File: config.mk
export PLATFORM = sky130hd
export DESIGN_NAME = cim_cmd_seq
export DESIGN_NICKNAME = d
export VERILOG_FILES = /design/src/rtl/cim_cmd_seq.sv
export SDC_FILE = /design/constraint.sdc
export NUM_CORES = 1
export LEC_CHECK = 0
export ABC_AREA = 1
export BUFFER_PORTS_ARGS = -buffer_cell sky130_fd_sc_hd__clkbuf_2
export CORE_UTILIZATION = 30
export CTS_CLUSTER_SIZE = 28
export DETAILED_ROUTE_END_ITERATION = 16
export GPL_ROUTABILITY_DRIVEN = 0
export RECOVER_POWER = 50
export SYNTH_ARGS = -nofsm -noshare
export SYNTH_HDL_FRONTEND = slang
export SYNTH_SLANG_ARGS = --single-unit
File: constraint.sdc
create_clock -name clk -period 2.05 [get_ports clk]
set_clock_uncertainty 0.2 [all_clocks]
set_input_delay 0.41 -clock clk [delete_from_list [all_inputs] [get_ports clk]]
set_output_delay 0.41 -clock clk [all_outputs]
set_load 0.02 [all_outputs]
File: src/rtl/cim_cmd_seq.sv
// cim_cmd_seq: expands host MAC / WRITE / READ commands into the per-cycle CIM array controller stream.
// Defining CIM_CMD_SKID_EN adds a one-entry command buffer so a new command can launch without a gap cycle.
module cim_cmd_seq #(
    parameter int ACT_BITS = 4,
    parameter int ROWS     = 16,
    parameter int READ_LAT = 2
) (
    input  logic                         clk,
    input  logic                         rst_n,
    input  logic                         cmd_valid,
    output logic                         cmd_ready,
    input  logic [1:0]                   cmd_type,
    input  logic [3:0]                   cmd_bank,
    input  logic [2:0]                   cmd_col,
    input  logic [ROWS-1:0]              cmd_wdata,
    input  logic [ROWS*ACT_BITS-1:0]     cmd_act,
    input  logic                         abort,
    output logic [1:0]                   op_code,
    output logic [3:0]                   addr_bank,
    output logic [2:0]                   addr_col,
    output logic [ROWS-1:0]              data_bank,
    output logic [ROWS-1:0]              data_in,
    output logic [$clog2(ACT_BITS)-1:0]  mac_bit,
    output logic                         mac_last,
    output logic                         busy,
    output logic                         done
);

    localparam int MBW = $clog2(ACT_BITS);
    localparam int WW  = (READ_LAT > 2) ? $clog2(READ_LAT) : 1;

    localparam logic [1:0] OP_MAC  = 2'b00;
    localparam logic [1:0] OP_WR   = 2'b01;
    localparam logic [1:0] OP_RD   = 2'b10;
    localparam logic [1:0] OP_NONE = 2'b11;

    typedef enum logic [2:0] {
        S_IDLE,
        S_MAC,
        S_WRITE,
        S_READ,
        S_WAIT
    } state_t;

    state_t                     state_q, state_d;
    logic [ROWS-1:0]            wdata_q, wdata_d;
    logic [ROWS*ACT_BITS-1:0]   act_q, act_d;
    logic [WW-1:0]              wait_q, wait_d;

    logic [1:0]                 op_q, op_d;
    logic [3:0]                 bank_q, bank_d;
    logic [2:0]                 col_q, col_d;
    logic [ROWS-1:0]            dbank_q, dbank_d;
    logic [ROWS-1:0]            din_q, din_d;
    logic [MBW-1:0]             mbit_q, mbit_d;
    logic                       last_q, last_d;
    logic                       busy_q, busy_d;
    logic                       done_q, done_d;

    logic                       accept;
    logic                       finish;
    logic                       l_en;
    logic [1:0]                 l_type;
    logic [3:0]                 l_bank;
    logic [2:0]                 l_col;
    logic [ROWS-1:0]            l_wdata;
    logic [ROWS*ACT_BITS-1:0]   l_act;
    logic [MBW-1:0]             mbit_inc;

`ifdef CIM_CMD_SKID_EN
    logic                       buf_vld_q, buf_vld_d;
    logic [1:0]                 buf_type_q, buf_type_d;
    logic [3:0]                 buf_bank_q, buf_bank_d;
    logic [2:0]                 buf_col_q, buf_col_d;
    logic [ROWS-1:0]            buf_wdata_q, buf_wdata_d;
    logic [ROWS*ACT_BITS-1:0]   buf_act_q, buf_act_d;
    // A buffered NOP launching on a finish cycle owes its own done pulse one cycle later.
    logic                       pend_q, pend_d;

    assign cmd_ready = ~buf_vld_q;
`else
    assign cmd_ready = (state_q == S_IDLE);
`endif

    assign accept    = cmd_valid & cmd_ready;
    assign mbit_inc  = mbit_q + 1'b1;

    assign op_code   = op_q;
    assign addr_bank = bank_q;
    assign addr_col  = col_q;
    assign data_bank = dbank_q;
    assign data_in   = din_q;
    assign mac_bit   = mbit_q;
    assign mac_last  = last_q;
    assign busy      = busy_q;
    assign done      = done_q;

    // Outputs are registered, so the comb block computes what the array sees during the next state.
    always_comb begin
        state_d = state_q;
        wdata_d = wdata_q;
        act_d   = act_q;
        wait_d  = wait_q;
        op_d    = OP_NONE;
        bank_d  = '0;
        col_d   = '0;
        dbank_d = '0;
        din_d   = '0;
        mbit_d  = '0;
        last_d  = 1'b0;
        busy_d  = 1'b0;
        done_d  = 1'b0;
        finish  = 1'b0;
        l_en    = 1'b0;
        l_type  = cmd_type;
        l_bank  = cmd_bank;
        l_col   = cmd_col;
        l_wdata = cmd_wdata;
        l_act   = cmd_act;
`ifdef CIM_CMD_SKID_EN
        buf_vld_d   = buf_vld_q;
        buf_type_d  = buf_type_q;
        buf_bank_d  = buf_bank_q;
        buf_col_d   = buf_col_q;
        buf_wdata_d = buf_wdata_q;
        buf_act_d   = buf_act_q;
        pend_d      = 1'b0;
`endif

        case (state_q)
            S_IDLE: begin
                if (accept) begin
                    l_en = 1'b1;
                end
            end
            S_MAC: begin
                if (mbit_q == MBW'(ACT_BITS - 1)) begin
                    finish = 1'b1;
                end else begin
                    state_d = S_MAC;
                    op_d    = OP_MAC;
                    dbank_d = wdata_q;
                    mbit_d  = mbit_inc;
                    din_d   = act_q[mbit_inc*ROWS +: ROWS];
                    last_d  = (mbit_inc == MBW'(ACT_BITS - 1));
                    busy_d  = 1'b1;
                end
            end
            S_WRITE: begin
                finish = 1'b1;
            end
            S_READ: begin
                if (READ_LAT > 1) begin
                    state_d = S_WAIT;
                    wait_d  = WW'(READ_LAT - 2);
                    busy_d  = 1'b1;
                end else begin
                    finish = 1'b1;
                end
            end
            S_WAIT: begin
                if (wait_q == '0) begin
                    finish = 1'b1;
                end else begin
                    state_d = S_WAIT;
                    wait_d  = wait_q - 1'b1;
                    busy_d  = 1'b1;
                end
            end
            default: begin
                state_d = S_IDLE;
            end
        endcase

        if (finish) begin
            state_d = S_IDLE;
            done_d  = 1'b1;
`ifdef CIM_CMD_SKID_EN
            if (buf_vld_q) begin
                l_en      = 1'b1;
                l_type    = buf_type_q;
                l_bank    = buf_bank_q;
                l_col     = buf_col_q;
                l_wdata   = buf_wdata_q;
                l_act     = buf_act_q;
                buf_vld_d = 1'b0;
            end else if (accept) begin
                l_en = 1'b1;
            end
`endif
        end
`ifdef CIM_CMD_SKID_EN
        else if (accept && state_q != S_IDLE) begin
            buf_vld_d   = 1'b1;
            buf_type_d  = cmd_type;
            buf_bank_d  = cmd_bank;
            buf_col_d   = cmd_col;
            buf_wdata_d = cmd_wdata;
            buf_act_d   = cmd_act;
        end
        if (pend_q) begin
            done_d = 1'b1;
        end
`endif

        if (l_en) begin
            wdata_d = l_wdata;
            act_d   = l_act;
            case (l_type)
                2'b00: begin
                    state_d = S_MAC;
                    op_d    = OP_MAC;
                    dbank_d = l_wdata;
                    din_d   = l_act[ROWS-1:0];
                    mbit_d  = '0;
                    busy_d  = 1'b1;
                end
                2'b01: begin
                    state_d      = S_WRITE;
                    op_d         = OP_WR;
                    bank_d       = l_bank;
                    dbank_d[7:0] = l_wdata[7:0];
                    busy_d       = 1'b1;
                end
                2'b10: begin
                    state_d      = S_READ;
                    op_d         = OP_RD;
                    bank_d       = l_bank;
                    col_d        = l_col;
                    dbank_d[3:0] = l_wdata[3:0];
                    busy_d       = 1'b1;
                end
                default: begin
                    state_d = S_IDLE;
`ifdef CIM_CMD_SKID_EN
                    if (finish) begin
                        pend_d = 1'b1;
                    end else begin
                        done_d = 1'b1;
                    end
`else
                    done_d = 1'b1;
`endif
                end
            endcase
        end

        // Abort outranks every transition above, including a completing cycle.
        if (abort && state_q != S_IDLE) begin
            state_d = S_IDLE;
            op_d    = OP_NONE;
            bank_d  = '0;
            col_d   = '0;
            dbank_d = '0;
            din_d   = '0;
            mbit_d  = '0;
            last_d  = 1'b0;
            busy_d  = 1'b0;
            done_d  = 1'b0;
`ifdef CIM_CMD_SKID_EN
            buf_vld_d = 1'b0;
            pend_d    = 1'b0;
`endif
        end
    end

    always_ff @(posedge clk or negedge rst_n) begin
        if (!rst_n) begin
            state_q <= S_IDLE;
            wdata_q <= '0;
            act_q   <= '0;
            wait_q  <= '0;
            op_q    <= OP_NONE;
            bank_q  <= '0;
            col_q   <= '0;
            dbank_q <= '0;
            din_q   <= '0;
            mbit_q  <= '0;
            last_q  <= 1'b0;
            busy_q  <= 1'b0;
            done_q  <= 1'b0;
        end else begin
            state_q <= state_d;
            wdata_q <= wdata_d;
            act_q   <= act_d;
            wait_q  <= wait_d;
            op_q    <= op_d;
            bank_q  <= bank_d;
            col_q   <= col_d;
            dbank_q <= dbank_d;
            din_q   <= din_d;
            mbit_q  <= mbit_d;
            last_q  <= last_d;
            busy_q  <= busy_d;
            done_q  <= done_d;
        end
    end

`ifdef CIM_CMD_SKID_EN
    always_ff @(posedge clk or negedge rst_n) begin
        if (!rst_n) begin
            buf_vld_q   <= 1'b0;
            buf_type_q  <= '0;
            buf_bank_q  <= '0;
            buf_col_q   <= '0;
            buf_wdata_q <= '0;
            buf_act_q   <= '0;
            pend_q      <= 1'b0;
        end else begin
            buf_vld_q   <= buf_vld_d;
            buf_type_q  <= buf_type_d;
            buf_bank_q  <= buf_bank_d;
            buf_col_q   <= buf_col_d;
            buf_wdata_q <= buf_wdata_d;
            buf_act_q   <= buf_act_d;
            pend_q      <= pend_d;
        end
    end
`endif

endmodule

Word level (Yosys, flattened, before mapping)
Index checks and enable logic that the tools add are counted.
{ "totals": {"elab_cells": 93, "output_inout_bits": 47, "ff_bits": 130, "input_bits": 93} }
{ "op_classes": {"shifts": 1, "reduce_logical": 10, "bitwise": 1, "add_sub_neg": 2, "n_mux": 55, "n_eq_ne": 11} }
{ "ops": {"columns": ["op", "count"], "rows": [
  ["16-bit 2-to-1 mux", 9],
  ["64-bit by 7-bit indexed part select with 16-bit output", 1],
  ["3-bit 2-to-1 mux", 8],
  ["4-bit 2-to-1 mux", 5],
  ["2-bit 2-to-1 mux", 9],
  ["1-bit 2-to-1 mux", 17],
  ["2-bit case mux with 3 select lines", 2],
  ["3-bit case mux with 4 select lines", 1],
  ["5-bit != test (second input constant)", 2],
  ["8-bit 2-to-1 mux", 1],
  ["2-bit == test (second input constant)", 3],
  ["3-bit by 2-bit == test with 1-bit output (second input constant)", 2],
  ["1-bit case mux with 3 select lines", 2],
  ["2-bit OR reduction", 3],
  ["4-bit by 1-bit != test with 1-bit output (second input constant)", 1],
  ["3-bit by 1-bit == test with 1-bit output (second input constant)", 1],
  ["3-bit == test (second input constant)", 1],
  ["3-bit logical NOT", 1],
  ["3-bit AND reduction", 1],
  ["3-bit nonzero test", 1],
  ["3-bit OR reduction", 1],
  ["2-bit by 1-bit adder with 2-bit output (second input constant)", 1],
  ["2-bit by 1-bit == test with 1-bit output (second input constant)", 1],
  ["2-bit logical NOT", 1],
  ["other kinds (5)", 5]
]} }

Logic depth before layout (Yosys ltp)
Gate-level depths: netlist of run 1.
{ "depth": {"depth_word": 7, "mapped_depth": 11, "mapped_depth_nobuf": 7} }

Worst setup path before layout of run 1
No wires, ideal clock.
{ "synth_timing": {"path_kind": "flip-flop to flip-flop", "from": "register mbit_q[0] (netlist: mac_bit[0])", "to": "register din_q[10] (netlist: data_in[10])", "arrival_ns": 2.010, "required_time_ns": 1.773, "slack_ns": -0.237, "period_less_slack_ns": 2.287, "path_stages_with_launch": 12, "path_cell_list": "dfrtp_1 buf_2 clkinv_1 buf_2 ha_1 buf_2 inv_1 buf_2 nand3_1 nand2_1 nand2_1 a21oi_1"} }
{ "synth_via": {"elab_chain_len": 7} }
{ "synth_lines": {"columns": ["item", "line", "rtl"], "rows": [
  ["from (decl)", "55", "logic [MBW-1:0] mbit_q, mbit_d;"],
  ["from (signal assigned)", "292", "mbit_q <= mbit_d;"],
  ["2-bit by 1-bit adder with 2-bit output", "86", "assign mbit_inc = mbit_q + 1'b1;"],
  ["64-bit by 7-bit indexed part select with 16-bit output", "144", "din_d = act_q[mbit_inc*ROWS +: ROWS];"],
  ["16-bit 2-to-1 mux *", "137", "if (mbit_q == MBW'(ACT_BITS - 1)) begin"],
  ["16-bit 2-to-1 mux *", "130", "case (state_q)"],
  ["16-bit 2-to-1 mux", "209", "case (l_type)"],
  ["16-bit 2-to-1 mux *", "206", "if (l_en) begin"],
  ["16-bit 2-to-1 mux *", "249", "if (abort && state_q != S_IDLE) begin"],
  ["net din_d[10]", "54", "logic [ROWS-1:0] din_q, din_d;"],
  ["to (signal assigned)", "291", "din_q <= din_d;"],
  ["to (decl)", "54", null]
]} }
Mark *: on every way through the listed nets, which the timed path passes. The rest lies on a longest branch.
A chain may end at the register's enable or synchronous reset.

Worst setup path in the final report of run 1
{ "layout_timing": {"from": "register state_q[2]", "to": "output cmd_ready"} }
{ "layout_via": {"elab_chain_len": 1} }
{ "layout_lines": {"columns": ["item", "line", "rtl"], "rows": [
  ["from (decl)", "45", "state_t state_q, state_d;"],
  ["from (signal assigned)", "283", "state_q <= state_d;"],
  ["3-bit logical NOT", "82", "assign cmd_ready = (state_q == S_IDLE);"],
  ["to (decl)", "11", "output logic cmd_ready,"]
]} }
Every way passes these cells.

==> results of run 1 <==
power by group through the flow:
stage                     registers, µW  logic, µW  clock network (µW)
final                              3340       2170                2950
after global routing               3400       2460                3110
after CTS                          3340       2200                3020
after detailed placement           3380       2130                   0
after global placement             3370       2100                   0
after floorplan                    3500       1280                   0
cells in the final DEF (no fill, tap or decap):
cell type,netlist,routed
clkbuf_2,0,136
o21ai_1,13,13
nand2_1,274,274
a21oi_1,34,34
dfrtp_2,0,1
o21ai_0,55,55
nand3_1,38,38
clkbuf_16,0,17
nor2_2,0,1
inv_1,77,76
dlygate4sd3_1,0,43
bufinv_16,0,2
buf_4,11,11
dfrtp_1,127,126
nand3_4,1,1
o211ai_1,1,1
nor3_1,1,1
clkinv_4,0,1
buf_12,0,7
clkbuf_1,4,4
clkinvlp_4,0,3
buf_2,15,1
ha_1,6,6
nor2_1,12,11
nor2_4,2,2
inv_2,3,4
clkbuf_8,0,2
clkinv_2,0,5
nor4_1,1,1
dfstp_2,2,2
cell families after synthesis:
group | count (synthesis) | synth area share [%]
and+or+nand+nor | 329 | 23.2
DFF | 129 | 57.0
buffers and inverters | 117 | 9.34
AOI/OAI and AO/OA | 103 | 9.14
adders and majority gates | 6 | 1.32
Yosys cell counts:
library cell	n	area (µm²)
clkbuf_1	4	15.0
buf_6	4	45.0
nor2_1	12	45.0
nand3_1	38	190
nor3_1	1	5.00
nor4_1	1	6.26
a21oi_1	34	170
o21ai_0	55	275
dfstp_2	2	52.6
o21ai_1	13	65.1
nand3_4	1	17.5
inv_1	77	289
o211ai_1	1	7.51
buf_2	15	75.1
nand2_1	274	1030
dfrtp_1	127	3180
clkinv_1	1	3.75
nor2_4	2	22.5
buf_4	11	82.6
buf_1	2	7.51
inv_2	3	11.3
ha_1	6	75.1
worst paths after layout:
kind | endpoint | slack [ns] | cells after the start
max | cmd_ready | 0.1 | 4
min | act_q[55]$_DFFE_PN0N_ | 0.02 | 3
max reg2reg | act_q[9]$_DFFE_PN0N_ | 0.19 | 6
min reg2reg | wdata_q[6]$_DFFE_PN0N_ | 0.28 | 2
max in group asynchronous | mac_bit[0]$_DFF_PN0_ | 0.39 | 3
min in group asynchronous | act_q[50]$_DFFE_PN0N_ | 0.46 | 2
area by class of cell:
type | count | area (µm²) | area share (%)
Clock buffer | 21 | 460 | 6.02
Clock inverter | 10 | 111 | 1.46
Inverter | 81 | 305 | 3.99
Multi-Input combinational cell | 438 | 1910 | 25.0
Sequential cell | 129 | 3230 | 42.2
Tap cell | 229 | 287 | 3.74
Timing Repair Buffer | 200 | 1350 | 17.6
flip-flops by register name (all words and copies together) (netlist names):
signal	count
act_q	64
data_bank	16
data_in	16
wdata_q	16
addr_bank	4
addr_col	3
state_q	3
mac_bit	2
op_code	2
busy	1
done	1
mac_last	1
critical path, delay by kind of cell, from the launching register on:
kind	cells	cell delay, ns
and+or+nand+nor	2	0.22
DFF	1	0.43
buffers and inverters	2	0.29
metrics by stage:
step	worst slack, ns	total power [µW]	utilization [%]	hold WS [ns]
floorplan	0.00616	4780	-	-0.0856
global placement	0.286	5470	36.6	0.121
detailed placement	0.242	5510	36.6	0.125
CTS	0.00823	8570	42.1	0.000707
global route	0.00430	8970	42.0	0.00629
finish	0.0970	8460	42.0	0.0173
what timing repair did:
item                                    CTS  global route
gates resized for setup                   0             2
endpoints found under the setup margin    0             1
hold buffers                             43             0
endpoints found under the hold margin    76             0
per-layer routing:
layer | vias up | GRT usage [%] | share of wire, %
li1 | 2468 | - | -
met1 | 2368 | 21.5 | 46
met2 | 109 | 27.3 | 49
met3 | 13 | 4.09 | 4.0
met4 | 0 | 5.79 | 1.2
met5 | - | 0 | 0
==> metrics.md, run 1 <==
| Metric | Value |
|---|---|
| Setup Crit Path Kind | reg2out |
| DP Cell Count | 1034 |
| Total negative slack | 0 ns |
| Comb pwr share | 25.6% |
| Average wire per standard cell | 13.8 µm |
| P_int | 5750 µW |
| Leakage | 0.00401 µW |
| Yosys reg bits | 129 |
| DRT antenna net count | 0 |
| Required @ worst endpoint | 1.44 ns |
| Initial DRC count | 207 |
| Syn nets | 783 |
| Pwr dens | 1100 nW/µm² |
| Unrepaired setup endpoints after global routing | no |
| # Max-Cap Violations | 0 |
| Initial antenna violation count | 0 |
| Mapped Cells | 684 |
| Flop pwr share | 39.5% |
| N_diodes | 0 |
| Area of the mapped netlist | 5670 µm² |
| Slowest stage cell, crit path | dfrtp_1 |
| FP Rows | 49 |
| First-pass GRT wire length | 25100 µm |
| Cts bufs inserted | 17 |
| Register clock-pin slew on the reported worst setup and hold paths | 0.06 ns |
| Via/cell ratio | 4.47 |
| Vias in the first global route | 4929 |
| Syn_area_per_cell | 8.29 µm² |
| Core Region | 18200 µm² |
| Critical Path AT | 1.34 ns |
| Die height | 139 µm |
| Critical Path Fanout Max | 4 |
| Minimum clock period | 1.95 ns |
| Distinct cell type count of the synthesized netlist | 22 |
| Fin crit share | 95.3% |
| FMAX | 0.512 GHz |
| Yosys warnings | 0 |
| Launch point of the worst reg-to-reg path | state_q[1]$_DFFE_PN0P_ |
| Nets | 966 |
| Largest net degree at the start of global routing | 54 |
| Postcts setup bufs | 0 |
| Routed Wire Length | 15300 µm |
| CTS tree | done |
| Overall Global Routing Usage | 16.7% |
| CP Cell Sequence | inv_1 -> nand2_1 -> nor2_2 -> buf_2 |
| Worst slew pin tran | 0.903 ns |
| Layout area overhead | 35.0% |
| Worst vdd ir | 0.561 mV |
| Net Sw Frac | 32.0% |
| Sequential share of the synthesized area | 57.0% |
| Fin cells | 1108 |
| # IOs | 140 |
| Final setup viols | 0 |
| Post-place instance area | 6660 µm² |
| Crit start category | register |
| Share of cells above drive strength 1 | 22.3% |
| DPL Wire Length | 10300 µm |
| Crit path largest cell delay | 0.43 ns |
| Slew HR | 39.8% |
| Clock Tree Buf Depth | 2 |
| H-tree depth | 4 |
| Clk Latency, worst-skew pair | 0.41 ns |
| CTS Sinks | 129 |
| DR pass1 iterations | 5 |
| Initial Util | 31.1% |
| Die Span X | 139 µm |
| Hold WC Path Type | in2reg |
| Min-Delay Startpoint | cmd_act[55] |
| Crit path from | state_q[2]$_DFFE_PN0P_ |
| P_sw | 2700 µW |
| Filler cells | 1824 |
| GRT Residual Overflow | 0 |
| CP endpoint kind | output pin |
| Clk pwr share | 34.8% |
| I/O Buffers | 139 |
| Residual DRC | 0 |
| Design area | 7650 µm² |
| Die area | 19400 µm² |
| Final hold vios | 0 |
| Slew Limit Fails | 0 |
| Via count | 4958 |
| Status | finished clean |
| CTS Root Cell | clkbuf_16 |
Note: power is estimated with default switching activity, not from simulation.
==> run 2: changes to the inputs <==
Settings changed: CORE_MARGIN from default to 4, CORE_UTILIZATION 30 to 35.
==> metrics.md, run 2 (synthesized netlist as in run 1, its figures left out) <==
| Metric | Value |
|---|---|
| Status | finished clean |
| GRT Residual Overflow | 0 |
| Average wire per standard cell | 13.7 µm |
| First-pass GRT wire length | 24300 µm |
| H-tree depth | 4 |
| Largest net degree at the start of global routing | 73 |
| Initial Util | 35.7% |
| Crit start category | register |
| Register clock-pin slew on the reported worst setup and hold paths | 0.05 ns |
| Critical Path AT | 1.38 ns |
| CTS tree | done |
| Hold WC Path Type | in2reg |
| Initial antenna violation count | 0 |
| Worst slew pin tran | 0.699 ns |
| Leakage | 0.00392 µW |
| N_diodes | 0 |
| DPL Wire Length | 10300 µm |
| Clock Tree Buf Depth | 2 |
| Most frequent cells in the layout | 274 x nand2_1, 137 x clkbuf_2, 126 x dfrtp_1 |
| Cts bufs inserted | 17 |
| Slew Limit Fails | 0 |
| Design area | 7390 µm² |
| Share of cells above drive strength 1 | 22.1% |
| Post-place instance area | 6610 µm² |
| Required @ worst endpoint | 1.44 ns |
| Final setup viols | 0 |
| # IOs | 140 |
| Layout area overhead | 30.5% |
| DR pass1 iterations | 4 |
| Via/cell ratio | 4.48 |
| Clk Latency, worst-skew pair | 0.42 ns |
| CP endpoint kind | output pin |
| # Max-Cap Violations | 0 |
| Die height | 135 µm |
| I/O Buffers | 139 |
| Fin worst setup slack | 0.0574 ns |
| Routed Wire Length | 14700 µm |
| Setup Crit Path Kind | reg2out |
| Setup WS pre-CTS | 0.243 ns |
| Core Region | 15900 µm² |
| Critical Path Fanout Max | 4 |
| CTS Root Cell | clkbuf_16 |
| Die area | 18300 µm² |
| Final hold vios | 0 |
| Vias in the first global route | 4950 |
| Largest reg by FF count | act_q |
| Most common cell after layout, fill and taps aside | nand2_1 |
| CTS Sinks | 129 |
| Pwr dens | 1130 nW/µm² |
| Via count | 4819 |
| Postcts setup bufs | 0 |
| Worst vdd ir | 0.648 mV |
| Fin crit share | 97.2% |
| Minimum clock period | 1.99 ns |
| Die Span X | 135 µm |
| Slew HR | 53.3% |
| Max reg flops | 64 |
| FMAX | 0.502 GHz |
| Final hold slack | 0.0109 ns |
| Nets | 946 |
| DRT antenna net count | 0 |
| Residual DRC | 0 |
| Overall Global Routing Usage | 17.0% |
| FP Rows | 46 |
| Initial DRC count | 269 |
-- run 2: changes by cell type in the layout (fill, tap and decap cells not counted), moves of 2 or more --
| cell | previous run | this run |
|---|---|---|
| buf_12 | 7 | 4 |
| dlygate4sd3_1 | 43 | 26 |
| buf_4 | 11 | 8 |
| clkinvlp_4 | 3 | 0 |
| clkbuf_4 | 0 | 3 |
| inv_2 | 4 | 2 |
| clkbuf_1 | 4 | 6 |
-- run 2: path summary, 6_finish.rpt --
path                                         start                      end  slack (ns)  cells past startpoint
min reg2reg                wdata_q[15]$_DFFE_PN0N_  wdata_q[15]$_DFFE_PN0N_        0.28                      2
max reg2reg                 state_q[0]$_DFFE_PN0P_   data_bank[4]$_DFF_PN0_        0.22                      5
min in group asynchronous                    rst_n   data_bank[6]$_DFF_PN0_        0.26                      2
max in group asynchronous                    rst_n    act_q[55]$_DFFE_PN0N_        0.28                      3
max                         state_q[2]$_DFFE_PN0P_                cmd_ready        0.06                      4
min                                    cmd_act[40]    act_q[40]$_DFFE_PN0N_        0.01                      3
-- run 2: report_power, final --
part           total [µW]  switching, µW  internal, µW
clock                2870           1030          1830
sequential           3350            203          3140
combinational        2110           1390           720
-- run 2: metrics by stage --
step,util [%],setup TNS [ns],power (µW),instances
4_1_cts,46.7,0,8420,1075
2_1_floorplan,-,0,4780,684
5_1_grt,46.6,-0.0219,8890,1075
3_5_place_dp,41.6,0,5500,1018
6_report,46.6,0,8330,1075
3_3_place_gp,41.6,0,5470,1018
-- run 2: area by class of cell --
class	count	area, µm²
inverters	81	308
clock inverters	7	85.1
repair buffers	180	1120
flip-flops and latches	129	3230
clock buffers	24	472
well taps	216	270
multi-input cells	438	1910
fillers	1612	8490
-- run 2: worst max-delay path, stage by stage (launching register included) --
cell and delay [ns]:
dfrtp_1 0.42, inv_1 0.09, nand2_1 0.09, nor2_2 0.16, buf_2 0.20
-- run 2: timing repair --
item | 4_1_cts | 5_1_grt
gates resized for setup | 0 | 2
endpoints found under the hold margin | 152 | 0
setup endpoints to repair | 0 | 1
hold buffers | 26 | 0
-- run 2: metal layers --
layer	part of all wire [%]	up-vias	GRT usage [%]
li1	-	2433	-
met1	43	2260	21.5
met2	49	101	28.0
met3	5.6	25	4.57
met4	2.1	0	6.49
met5	0	-	0
